--- src/rtl/b1553_pkg.sv ---
// Shared types and constants for the 1553 host-side responder and its RAM.
package b1553_pkg;

    localparam int B1553_WORD_W = 16;
    localparam int B1553_MBOX_ADDR = 0;

    typedef enum logic [1:0] {
        ST_IDLE    = 2'd0,
        ST_WAIT    = 2'd1,
        ST_READY   = 2'd2,
        ST_RECOVER = 2'd3
    } state_t;

    typedef enum logic {
        ACC_RD = 1'b0,
        ACC_WR = 1'b1
    } acc_t;

    // Access is qualified when selected with exactly one strobe low.
    function automatic logic access_qualified(input logic csn, input logic rdn, input logic wrn);
        return (!csn) && (rdn ^ wrn);
    endfunction

endpackage

--- src/rtl/b1553_sp_ram.sv ---
// Single-port shared RAM with synchronous read and write; only the read
// register is reset, the array itself is not.
module b1553_sp_ram
    import b1553_pkg::*;
#(
    parameter int ADDR_W = 8
) (
    input  logic                    clk,
    input  logic                    rst_n,
    input  logic                    rd_en,
    input  logic                    wr_en,
    input  logic [ADDR_W-1:0]       addr,
    input  logic [B1553_WORD_W-1:0] wdata,
    output logic [B1553_WORD_W-1:0] rdata
);

    logic [B1553_WORD_W-1:0] mem [0:(1<<ADDR_W)-1];
    logic [B1553_WORD_W-1:0] rdata_r;

    // Array write port.
    always_ff @(posedge clk) begin
        if (wr_en) begin
            mem[addr] <= wdata;
        end
    end

    // Read register; holds its value between reads.
    always_ff @(posedge clk or negedge rst_n) begin
        if (!rst_n) begin
            rdata_r <= 16'h0000;
        end else if (rd_en) begin
            rdata_r <= mem[addr];
        end else begin
            rdata_r <= rdata_r;
        end
    end

    assign rdata = rdata_r;

endmodule

--- src/rtl/b1553_host_responder.sv ---
// Responder end of the bridge strobe interface: wait states, CORE_BUSY stalls, shared RAM.
// Optional mailbox interrupt on address 0 enabled by B1553_RESP_MAILBOX_INT_EN.
module b1553_host_responder
    import b1553_pkg::*;
#(
    parameter int ADDR_W      = 8,
    parameter int WAIT_STATES = 2,
    parameter int RECOVER_CYC = 1
) (
    input  logic              HCLK,
    input  logic              HRESETn,
    input  logic              B1553_CSn,
    input  logic              B1553_RDn,
    input  logic              B1553_WRn,
    input  logic [ADDR_W-1:0] B1553_ADDR,
    input  logic [15:0]       B1553_DIN,
    output logic [15:0]       B1553_DOUT,
    output logic              B1553_RDYn,
    input  logic              CORE_BUSY,
    output logic              PROT_ERR,
    output logic              B1553_INTn
);

    localparam logic [3:0] WAIT_INIT = 4'(WAIT_STATES);
    localparam logic [3:0] REC_INIT  = 4'(RECOVER_CYC);

    state_t            state_r, state_s;
    logic [3:0]        wcnt_r, wcnt_s;
    logic [3:0]        rcnt_r, rcnt_s;
    logic [ADDR_W-1:0] addr_r, addr_s;
    logic [15:0]       din_r, din_s;
    acc_t              acc_r, acc_s;
    logic              enter_ready_s;
    logic              prot_err_s, prot_err_r;
    logic              ram_rd_s, ram_wr_s;
    logic              rdy_n_r;
    logic              qual_s, both_s;

    assign qual_s = access_qualified(B1553_CSn, B1553_RDn, B1553_WRn);
    assign both_s = (!B1553_CSn) && (!B1553_RDn) && (!B1553_WRn);

    // Next-state, latch and RAM-strobe decode.
    always_comb begin
        state_s       = state_r;
        wcnt_s        = wcnt_r;
        rcnt_s        = rcnt_r;
        addr_s        = addr_r;
        din_s         = din_r;
        acc_s         = acc_r;
        prot_err_s    = 1'b0;
        enter_ready_s = 1'b0;
        case (state_r)
            ST_IDLE: begin
                if (qual_s) begin
                    addr_s = B1553_ADDR;
                    din_s  = B1553_DIN;
                    acc_s  = B1553_RDn ? ACC_WR : ACC_RD;
                    if (WAIT_INIT == 4'd0) begin
                        state_s       = ST_READY;
                        enter_ready_s = 1'b1;
                    end else begin
                        state_s = ST_WAIT;
                        wcnt_s  = WAIT_INIT;
                    end
                end else if (both_s) begin
                    prot_err_s = 1'b1;
                end else begin
                    state_s = ST_IDLE;
                end
            end
            ST_WAIT: begin
                if (B1553_CSn) begin
                    prot_err_s = 1'b1;
                    rcnt_s     = REC_INIT;
                    state_s    = (REC_INIT == 4'd0) ? ST_IDLE : ST_RECOVER;
                end else if (!CORE_BUSY) begin
                    if (wcnt_r <= 4'd1) begin
                        state_s       = ST_READY;
                        enter_ready_s = 1'b1;
                    end else begin
                        wcnt_s = wcnt_r - 4'd1;
                    end
                end else begin
                    wcnt_s = wcnt_r;
                end
            end
            ST_READY: begin
                if (B1553_CSn) begin
                    rcnt_s  = REC_INIT;
                    state_s = (REC_INIT == 4'd0) ? ST_IDLE : ST_RECOVER;
                end else begin
                    state_s = ST_READY;
                end
            end
            ST_RECOVER: begin
                if (rcnt_r <= 4'd1) begin
                    state_s = ST_IDLE;
                end else begin
                    rcnt_s = rcnt_r - 4'd1;
                end
            end
            default: begin
                state_s = ST_IDLE;
            end
        endcase
        // RAM access happens exactly once, on the edge that enters READY.
        ram_rd_s = enter_ready_s && (acc_s == ACC_RD);
        ram_wr_s = enter_ready_s && (acc_s == ACC_WR);
    end

    // State, counters, latched access and registered outputs.
    always_ff @(posedge HCLK or negedge HRESETn) begin
        if (!HRESETn) begin
            state_r    <= ST_IDLE;
            wcnt_r     <= 4'd0;
            rcnt_r     <= 4'd0;
            addr_r     <= '0;
            din_r      <= 16'h0000;
            acc_r      <= ACC_RD;
            rdy_n_r    <= 1'b1;
            prot_err_r <= 1'b0;
        end else begin
            state_r    <= state_s;
            wcnt_r     <= wcnt_s;
            rcnt_r     <= rcnt_s;
            addr_r     <= addr_s;
            din_r      <= din_s;
            acc_r      <= acc_s;
            rdy_n_r    <= (state_s != ST_READY);
            prot_err_r <= prot_err_s;
        end
    end

    b1553_sp_ram #(
        .ADDR_W (ADDR_W)
    ) u_ram (
        .clk   (HCLK),
        .rst_n (HRESETn),
        .rd_en (ram_rd_s),
        .wr_en (ram_wr_s),
        .addr  (addr_s),
        .wdata (din_s),
        .rdata (B1553_DOUT)
    );

`ifdef B1553_RESP_MAILBOX_INT_EN
    logic int_n_r;
    logic mbox_hit_s;

    assign mbox_hit_s = (addr_s == ADDR_W'(B1553_MBOX_ADDR));

    // Mailbox interrupt: write to address 0 sets, read clears, set wins.
    always_ff @(posedge HCLK or negedge HRESETn) begin
        if (!HRESETn) begin
            int_n_r <= 1'b1;
        end else if (ram_wr_s && mbox_hit_s) begin
            int_n_r <= 1'b0;
        end else if (ram_rd_s && mbox_hit_s) begin
            int_n_r <= 1'b1;
        end else begin
            int_n_r <= int_n_r;
        end
    end

    assign B1553_INTn = int_n_r;
`else
    assign B1553_INTn = 1'b1;
`endif

    assign B1553_RDYn = rdy_n_r;
    assign PROT_ERR   = prot_err_r;

endmodule

--- config.mk ---
export PLATFORM = sky130hd
export DESIGN_NAME = b1553_host_responder
export DESIGN_NICKNAME = d
export VERILOG_FILES = /design/src/rtl/b1553_pkg.sv /design/src/rtl/b1553_sp_ram.sv /design/src/rtl/b1553_host_responder.sv
export SDC_FILE = /design/constraint.sdc
export NUM_CORES = 2
export LEC_CHECK = 0
export CORE_ASPECT_RATIO = 1.75
export CORE_MARGIN = 5
export CORE_UTILIZATION = 45
export DETAILED_ROUTE_END_ITERATION = 12
export SLEW_MARGIN = 30
export SYNTH_ARGS = -nofsm -noshare
export SYNTH_HDL_FRONTEND = slang
export SYNTH_SLANG_ARGS = --single-unit
--- constraint.sdc ---
create_clock -name HCLK -period 7.63 [get_ports HCLK]
set_input_delay 1.9075 -clock HCLK [delete_from_list [all_inputs] [get_ports HCLK]]
set_output_delay 1.9075 -clock HCLK [all_outputs]
set_load 0.02 [all_outputs]
Yosys cells after proc, flatten, opt, wreduce, memory -nomap -nowiden
Memories as Yosys holds them, arrays and structs flattened. A register that Yosys moved wholly into a read port is not among the register bits. Index checks and enable logic that the tools add are counted.

$add $sub $neg: 2. $lt $le $gt $ge: 2. Equality and inequality tests: 10. Mux-type cells: 33. Bitwise gates (word level): 2. Reductions and logical operators: 15.

Operators by type and width (count): 16-bit 2-to-1 mux (2); 4-bit 2-to-1 mux (6); 8-bit 2-to-1 mux (2); 4-bit one-hot mux with 2 select lines (2); 1-bit 2-to-1 mux (13); 2-bit 2-to-1 mux (6); 2-bit inequality test, second input constant (6); 4-bit by 1-bit less-or-equal comparator with 1-bit output, second input constant (2); 2-bit one-hot mux with 4 select lines (1); 4-bit by 1-bit subtractor with 4-bit output, second input constant (2); 1-bit logical AND (5); 5-bit AND reduction (1); 2-bit == test, second input constant (2); 1-bit zero test (4); 2-bit nonzero test (2); 3-bit AND reduction (1); 2-bit by 1-bit == test with 1-bit output, second input constant (1); 2-bit zero test (1); 2-bit by 1-bit inequality test with 1-bit output, second input constant (1); 1-bit one-hot mux with 2 select lines (1); 2-bit OR reduction (1); 1-bit inverter (1); 1-bit bitwise XOR (1).

Bits in registers: 37. RAM bits: 4096. Input port bits: 30. Output and inout bits: 19. Logic and storage cells: 73. Memories: 1.

Memory list: u_ram.mem (depth 256, bits a word 16, rd ports 1, clocked after Yosys merged registers in 1, write ports 1, line b1553_sp_ram.sv:17) `logic [B1553_WORD_W-1:0] mem [0:(1<<ADDR_W)-1];`.

Longest topological paths before layout
Depth after elaboration: 8. Gate-level depth with buffers: 19. Mapped depth without buffers: 13.

By module
From an unflattened synthesis, not the netlist that was laid out.

Cells, all modules: 7201. Area, all modules: 159705.7 µm².

Modules (own cells, without submodules): b1553_sp_ram (instances 1, cells each 7003, area an instance 157900.2 µm², seq. area each 123398.3 µm²); b1553_host_responder (instances 1, cells each 198, area an instance 1805.5 µm², seq. area each 927.1 µm²).

Worst setup path before layout
OpenSTA, ideal clock, no wires.

Kind: input to register. Start point: in B1553_WRn. End point: mem u_ram.mem[0][10], data pin. Library setup time: 0.825 ns. Data arrival time: 6.645 ns. Data required time: 6.805 ns. Path slack: 0.160 ns. Stages: 10. Buffers on the path: 6. Path through: buf_4 xor2_4 buf_4 nand2_1 buf_4 clkbuf_1 clkbuf_1 clkbuf_1 nand2_1 nand2_1.

Word-level cells in the longest chain between the ends: 4.

RTL lines: start, declared (line b1553_host_responder.sv:14) `input logic B1553_WRn,`; 1-bit bitwise XOR (line b1553_pkg.sv:21) `return (!csn) && (rdn ^ wrn);`; 1-bit logical AND (line b1553_pkg.sv:21); 16-bit 2-to-1 mux (line b1553_host_responder.sv:54) `if (qual_s) begin`; 16-bit 2-to-1 mux (line b1553_host_responder.sv:52) `case (state_r)`; via din_s[10] (line b1553_host_responder.sv:31) `logic [15:0] din_r, din_s;`; end, declared (line b1553_sp_ram.sv:17).

The timed path passes the listed nets, and every way through them passes these cells.

Worst setup path after layout
Start point: in B1553_RDn. End point: reg u_ram.rdata_r[0] (netlist: u_ram.rdata[0]), read port of u_ram.mem.

Word-level cells in the longest chain between the ends: 6. Elaborated cells between the ends (all ways): 9. Classes of those cells: 5 x mux; 2 x bitwise; 2 x reduce/logical.

RTL lines: start, declared (line b1553_host_responder.sv:13) `input logic B1553_RDn,`; 1-bit bitwise XOR (line b1553_pkg.sv:21); 1-bit logical AND (line b1553_pkg.sv:21); 1-bit 2-to-1 mux (line b1553_host_responder.sv:54); 1-bit 2-to-1 mux (line b1553_host_responder.sv:52); 1-bit inverter (line b1553_host_responder.sv:107) `ram_rd_s = enter_ready_s && (acc_s == ACC_RD);`; 1-bit logical AND (line b1553_host_responder.sv:107); end, declared (line b1553_sp_ram.sv:18) `logic [B1553_WORD_W-1:0] rdata_r;`.

Several ways; a longest one is shown, not always the timed one. A chain may end at the register's enable or synchronous reset.

==> parameters.txt <==
Parameter                              Value

Global route
  Global-route wire length before repair ... 753000 um
  GRT Residual Overflow ... 0
  Overall routing resource usage ... 0.288
  Largest net degree at the start of global routing ... 154
  Initial antenna violation count ... 44
  Number of global-route vias before repair ... 94200

STA
  RSZ-0062 raised after global routing ... false
  Largest clock skew in the final design ... 0.0771 ns
  Number of hold violations in the final report ... 0
  Max Transition Viols Final ... 0
  Headroom to the max-slew limit ... 0.184
  Setup violations, final ... 0
  Period Utilization, post-route ... 0.900
  Fmax ... 146 MHz
  Minimum setup slack in the final design ... 0.763 ns
  Transition time at the pin with the least slew margin ... 1.22 ns
  Final critical-path required period ... 6.87 ns

Critical path
  Required time of the worst setup path ... 8.47 ns
  CP delay by family, top ... buffers and inverters
  Capturing element of the worst setup path ... u_ram.rdata[0]
  Worst reg2reg setup slack ... 1.92 ns
  Number of buffer and inverter stages on the critical path ... 7
  Highest cell delay on the worst timing path ... 0.83 ns
  Most repeated library cell on the critical path ... sky130_fd_sc_hd__buf_4
  CP cell instances ... clkdlybuf4s50_1 -> xor2_4 -> and3_4 -> nor2_8 -> inv_16 -> buf_12 -> buf_4 -> buf_4 -> mux2i_1 -> o22ai_1 -> nor4_1 -> buf_4 -> o22ai_1 -> o21ai_0 -> buf_4 -> nand4_1 -> o22a_1
  Worst path slowest cell ... sky130_fd_sc_hd__clkdlybuf4s50_1
  Launch point of the worst reg-to-reg path ... state_r[0]
  Start point of the critical path ... B1553_RDn
  Instance count on the critical path ... 17
  Element type at the critical path start ... primary input
  Peak fanout along the critical path ... 92
  Arrival time of data at the critical path endpoint ... 7.71 ns
  Crit Path Class ... primary input to flip-flop
  Register-to-Register Path Depth ... 18
  Endpoint class of the critical path ... flip-flop
  R2r endpoint ... u_ram.rdata[0]

Yosys
  Post-synthesis compound-gate area fraction ... 0.0545
  Multiplexer share of the synthesized area ... 0.0859
  Fraction of the mapped netlist area in simple logic gates ... 0.0688
  Share of flip-flops with an asynchronous set or reset ... 0.0128
  Dominant register cell in the synthesized netlist ... sky130_fd_sc_hd__edfxtp_1
  Largest area contributor in the netlist ... sky130_fd_sc_hd__edfxtp_1
  Count of flip-flops with a built-in enable after synthesis ... 4096
  Number of warnings reported in the yosys synthesis log ... 0
  Leading cell types by total area after synthesis ... sky130_fd_sc_hd__edfxtp_1, sky130_fd_sc_hd__mux2i_1, sky130_fd_sc_hd__mux4_2
  Nets in the synthesized netlist ... 9727
  Share of Yosys cell area claimed by the top area cell type ... 0.761
  Dominant combinational cell family by area after synthesis ... multiplexers
  Cell count after synthesis ... 9688
  Synth Cell Area ... 162000 um2
  Distinct cell type count after synthesis ... 87
  Synth Area in XOR/XNOR ... 0.000379
  Sequential share of the synthesized area ... 0.769
  Avg Inst Size Synth ... 16.7 um2
  Flops & latches, synth ... 4149
  Adder-cell area share of the yosys netlist ... 0.000697

Clock tree
  Number of H-tree levels ... 5
  TritonCTS clock tree ... built
  Root buf cell ... sky130_fd_sc_hd__clkbuf_16
  Clock slew at the register clock pins of the worst setup and hold paths ... 0.07 ns
  Number of gates resized after cts ... 0
  Post-CTS Hold Buffers ... 0
  Clk buf depth ... 4
  Clock sink count ... 4149
  Number of buffers created by CTS ... 356
  Clock latency reported for the late side of the worst-skew pair ... 0.97 ns
  Post-CTS setup buffer count ... 0

Floorplan
  Die area ... 372000 um2
  Initial Utilization ... 0.451
  Horizontal die dimension ... 463 um
  Overall die height ... 803 um
  Core box area ... 358000 um2
  Number of top-level design ports ... 49
  Standard-cell rows ... 291

Min path
  Hold path depth ... 1
  Tightest Hold Check Type ... flip-flop to flip-flop

Detailed routing
  DRC violations left ... 0
  WL per Instance ... 36.0 um
  Detailed-route vias per instance ... 6.36
  Number of detailed-routing iterations run before antenna repair ... 6
  Post-route antenna net violation count ... 0
  Iteration-0 DRC count of the detailed router ... 12300
  Final WL ... 549000 um
  Vias ... 97000

Pwr
  Leakage ... 60.4 nW
  Total power density per cell area ... 397 nW/um2
  Maximum resistive drop on vdd ... 0.000534 V

Placed design
  Post-Place Worst Slack ... 0.0247 ns
  Last weighted congestion value of the routability-driven placer ... 0.971
  Buffers added on ports ... 47
  Post-detail-place hpwl ... 347000 um
  Number of placed instances, taps included ... 14600

Finish
  Post-route insts no fill ... 15200
  P&R area growth vs syn ... 14.0%
  Share of post-route cells with drive strength above 1 ... 0.175
  Fill count ... 28900
  Final net count ... 10300
  End-of-flow core utilization ... 0.514

Outcome
  Outcome ... complete, no violations

Flow run
  MaxCap Viol Count ... 0
[metal layers]
metal	routed length, um	global-route usage
met5	180	0.000648
met4	53100	0.228
met3	48200	0.0543
met2	265000	0.471
met1	183000	0.334
[area by class of cell]
cell class	count	area, um2	area share
well taps	4688	5870	0.0318
clock inverters	190	1860	0.0101
repair buffers	826	7650	0.0415
flip-flops and latches	4149	124000	0.675
diodes	25	62.6	0.000340
clock buffers	437	9390	0.0510
multi-input cells	4913	35000	0.190
inverters	18	98.8	0.000536
[power breakdown]
| group | switching, W | internal [W] |
|---|---|---|
| sequential | 0.000168 | 0.0286 |
| combinational | 0.0189 | 0.00731 |
| clock | 0.00824 | 0.00989 |
| total | 0.0274 | 0.0458 |
[kinds of logic after synthesis]
| family | after synthesis |
|---|---|
| other | 1 |
| adder cells (fa/ha/maj) | 9 |
| XOR/XNOR | 4 |
| multiplexers | 1008 |
| flip-flops | 4149 |
| AND/OR/NAND/NOR | 2554 |
| AO/OA/AOI/OAI | 1337 |
| buffers and inverters | 626 |
[worst register-to-register path: cells and delay by family (launching register included)]
family / cells / cell delay (ns)
muxes: 1 / 0.21
AOI/OAI and AO/OA: 5 / 1.65
buffers and inverters: 7 / 1.95
adders and majority gates: 1 / 0.24
and+or+nand+nor: 4 / 1.11
DFF: 1 / 0.46
[Yosys cell counts (all sizes together), types with 96 or more instances]
cell	n
nand3	334
mux4	302
a31oi	145
o22ai	371
a211oi	98
nor4	101
edfxtp	4096
a21oi	305
nand2	1476
mux2i	702
buf	413
clkbuf	195
a22oi	96
and3	174
nor2	310
[cell usage in the layout (no fill, tap or decap), types with 27 or more instances in the layout]
master	n
sky130_fd_sc_hd__clkbuf_16	363
sky130_fd_sc_hd__o22ai_1	368
sky130_fd_sc_hd__nand4_1	53
sky130_fd_sc_hd__nor4_1	95
sky130_fd_sc_hd__a211oi_1	95
sky130_fd_sc_hd__a31oi_1	142
sky130_fd_sc_hd__a311oi_1	64
sky130_fd_sc_hd__nor2_1	174
sky130_fd_sc_hd__edfxtp_1	4096
sky130_fd_sc_hd__clkbuf_1	71
sky130_fd_sc_hd__clkinv_1	59
sky130_fd_sc_hd__buf_4	670
sky130_fd_sc_hd__nor3_1	28
sky130_fd_sc_hd__nand3_1	329
sky130_fd_sc_hd__mux2i_1	698
sky130_fd_sc_hd__clkinv_2	67
sky130_fd_sc_hd__a22oi_1	95
sky130_fd_sc_hd__a21oi_1	298
sky130_fd_sc_hd__nand2_1	1452
sky130_fd_sc_hd__nor2_2	124
sky130_fd_sc_hd__clkdlybuf4s50_1	46
sky130_fd_sc_hd__and3_1	172
sky130_fd_sc_hd__buf_12	104
sky130_fd_sc_hd__mux4_2	302
sky130_fd_sc_hd__dfrtp_1	52
sky130_fd_sc_hd__bufinv_16	33
sky130_fd_sc_hd__o21ai_0	55
sky130_fd_sc_hd__a22o_1	27
[registers in the layout, indices dropped and copies added (netlist names)]
signal	cells
addr_r	8
state_r	2
u_ram.rdata	16
u_ram.mem	4096
B1553_RDYn	1
acc_r	1
din_r	16
wcnt_r	4
rcnt_r	4
PROT_ERR	1
[worst min path at each step]
| stage | from | end | slack, ns |
|---|---|---|---|
| 2_1_floorplan | acc_r | acc_r | 0.49 |
| 3_5_place_dp | rcnt_r[2] | rcnt_r[2] | 0.54 |
| 3_3_place_gp | rcnt_r[1] | rcnt_r[1] | 0.52 |
| 6_report | rcnt_r[2] | rcnt_r[2] | 0.55 |
| 4_1_cts | rcnt_r[2] | rcnt_r[2] | 0.55 |
| 5_1_grt | rcnt_r[2] | rcnt_r[2] | 0.57 |
[per-stage QoR]
| step | hold slack (ns) | total power [W] | setup TNS (ns) | instance area (um2) |
|---|---|---|---|---|
| floorplan | 0.487 | 0.0433 | 0 | 162000 |
| global placement | 0.515 | 0.0544 | -1.76 | 173000 |
| detailed placement | 0.541 | 0.0548 | 0 | 173000 |
| CTS | 0.555 | 0.0727 | 0 | 184000 |
| global route | 0.569 | 0.0747 | 0 | 184000 |
| finish | 0.550 | 0.0731 | 0 | 184000 |
Note: power is estimated with default switching activity, not from simulation.
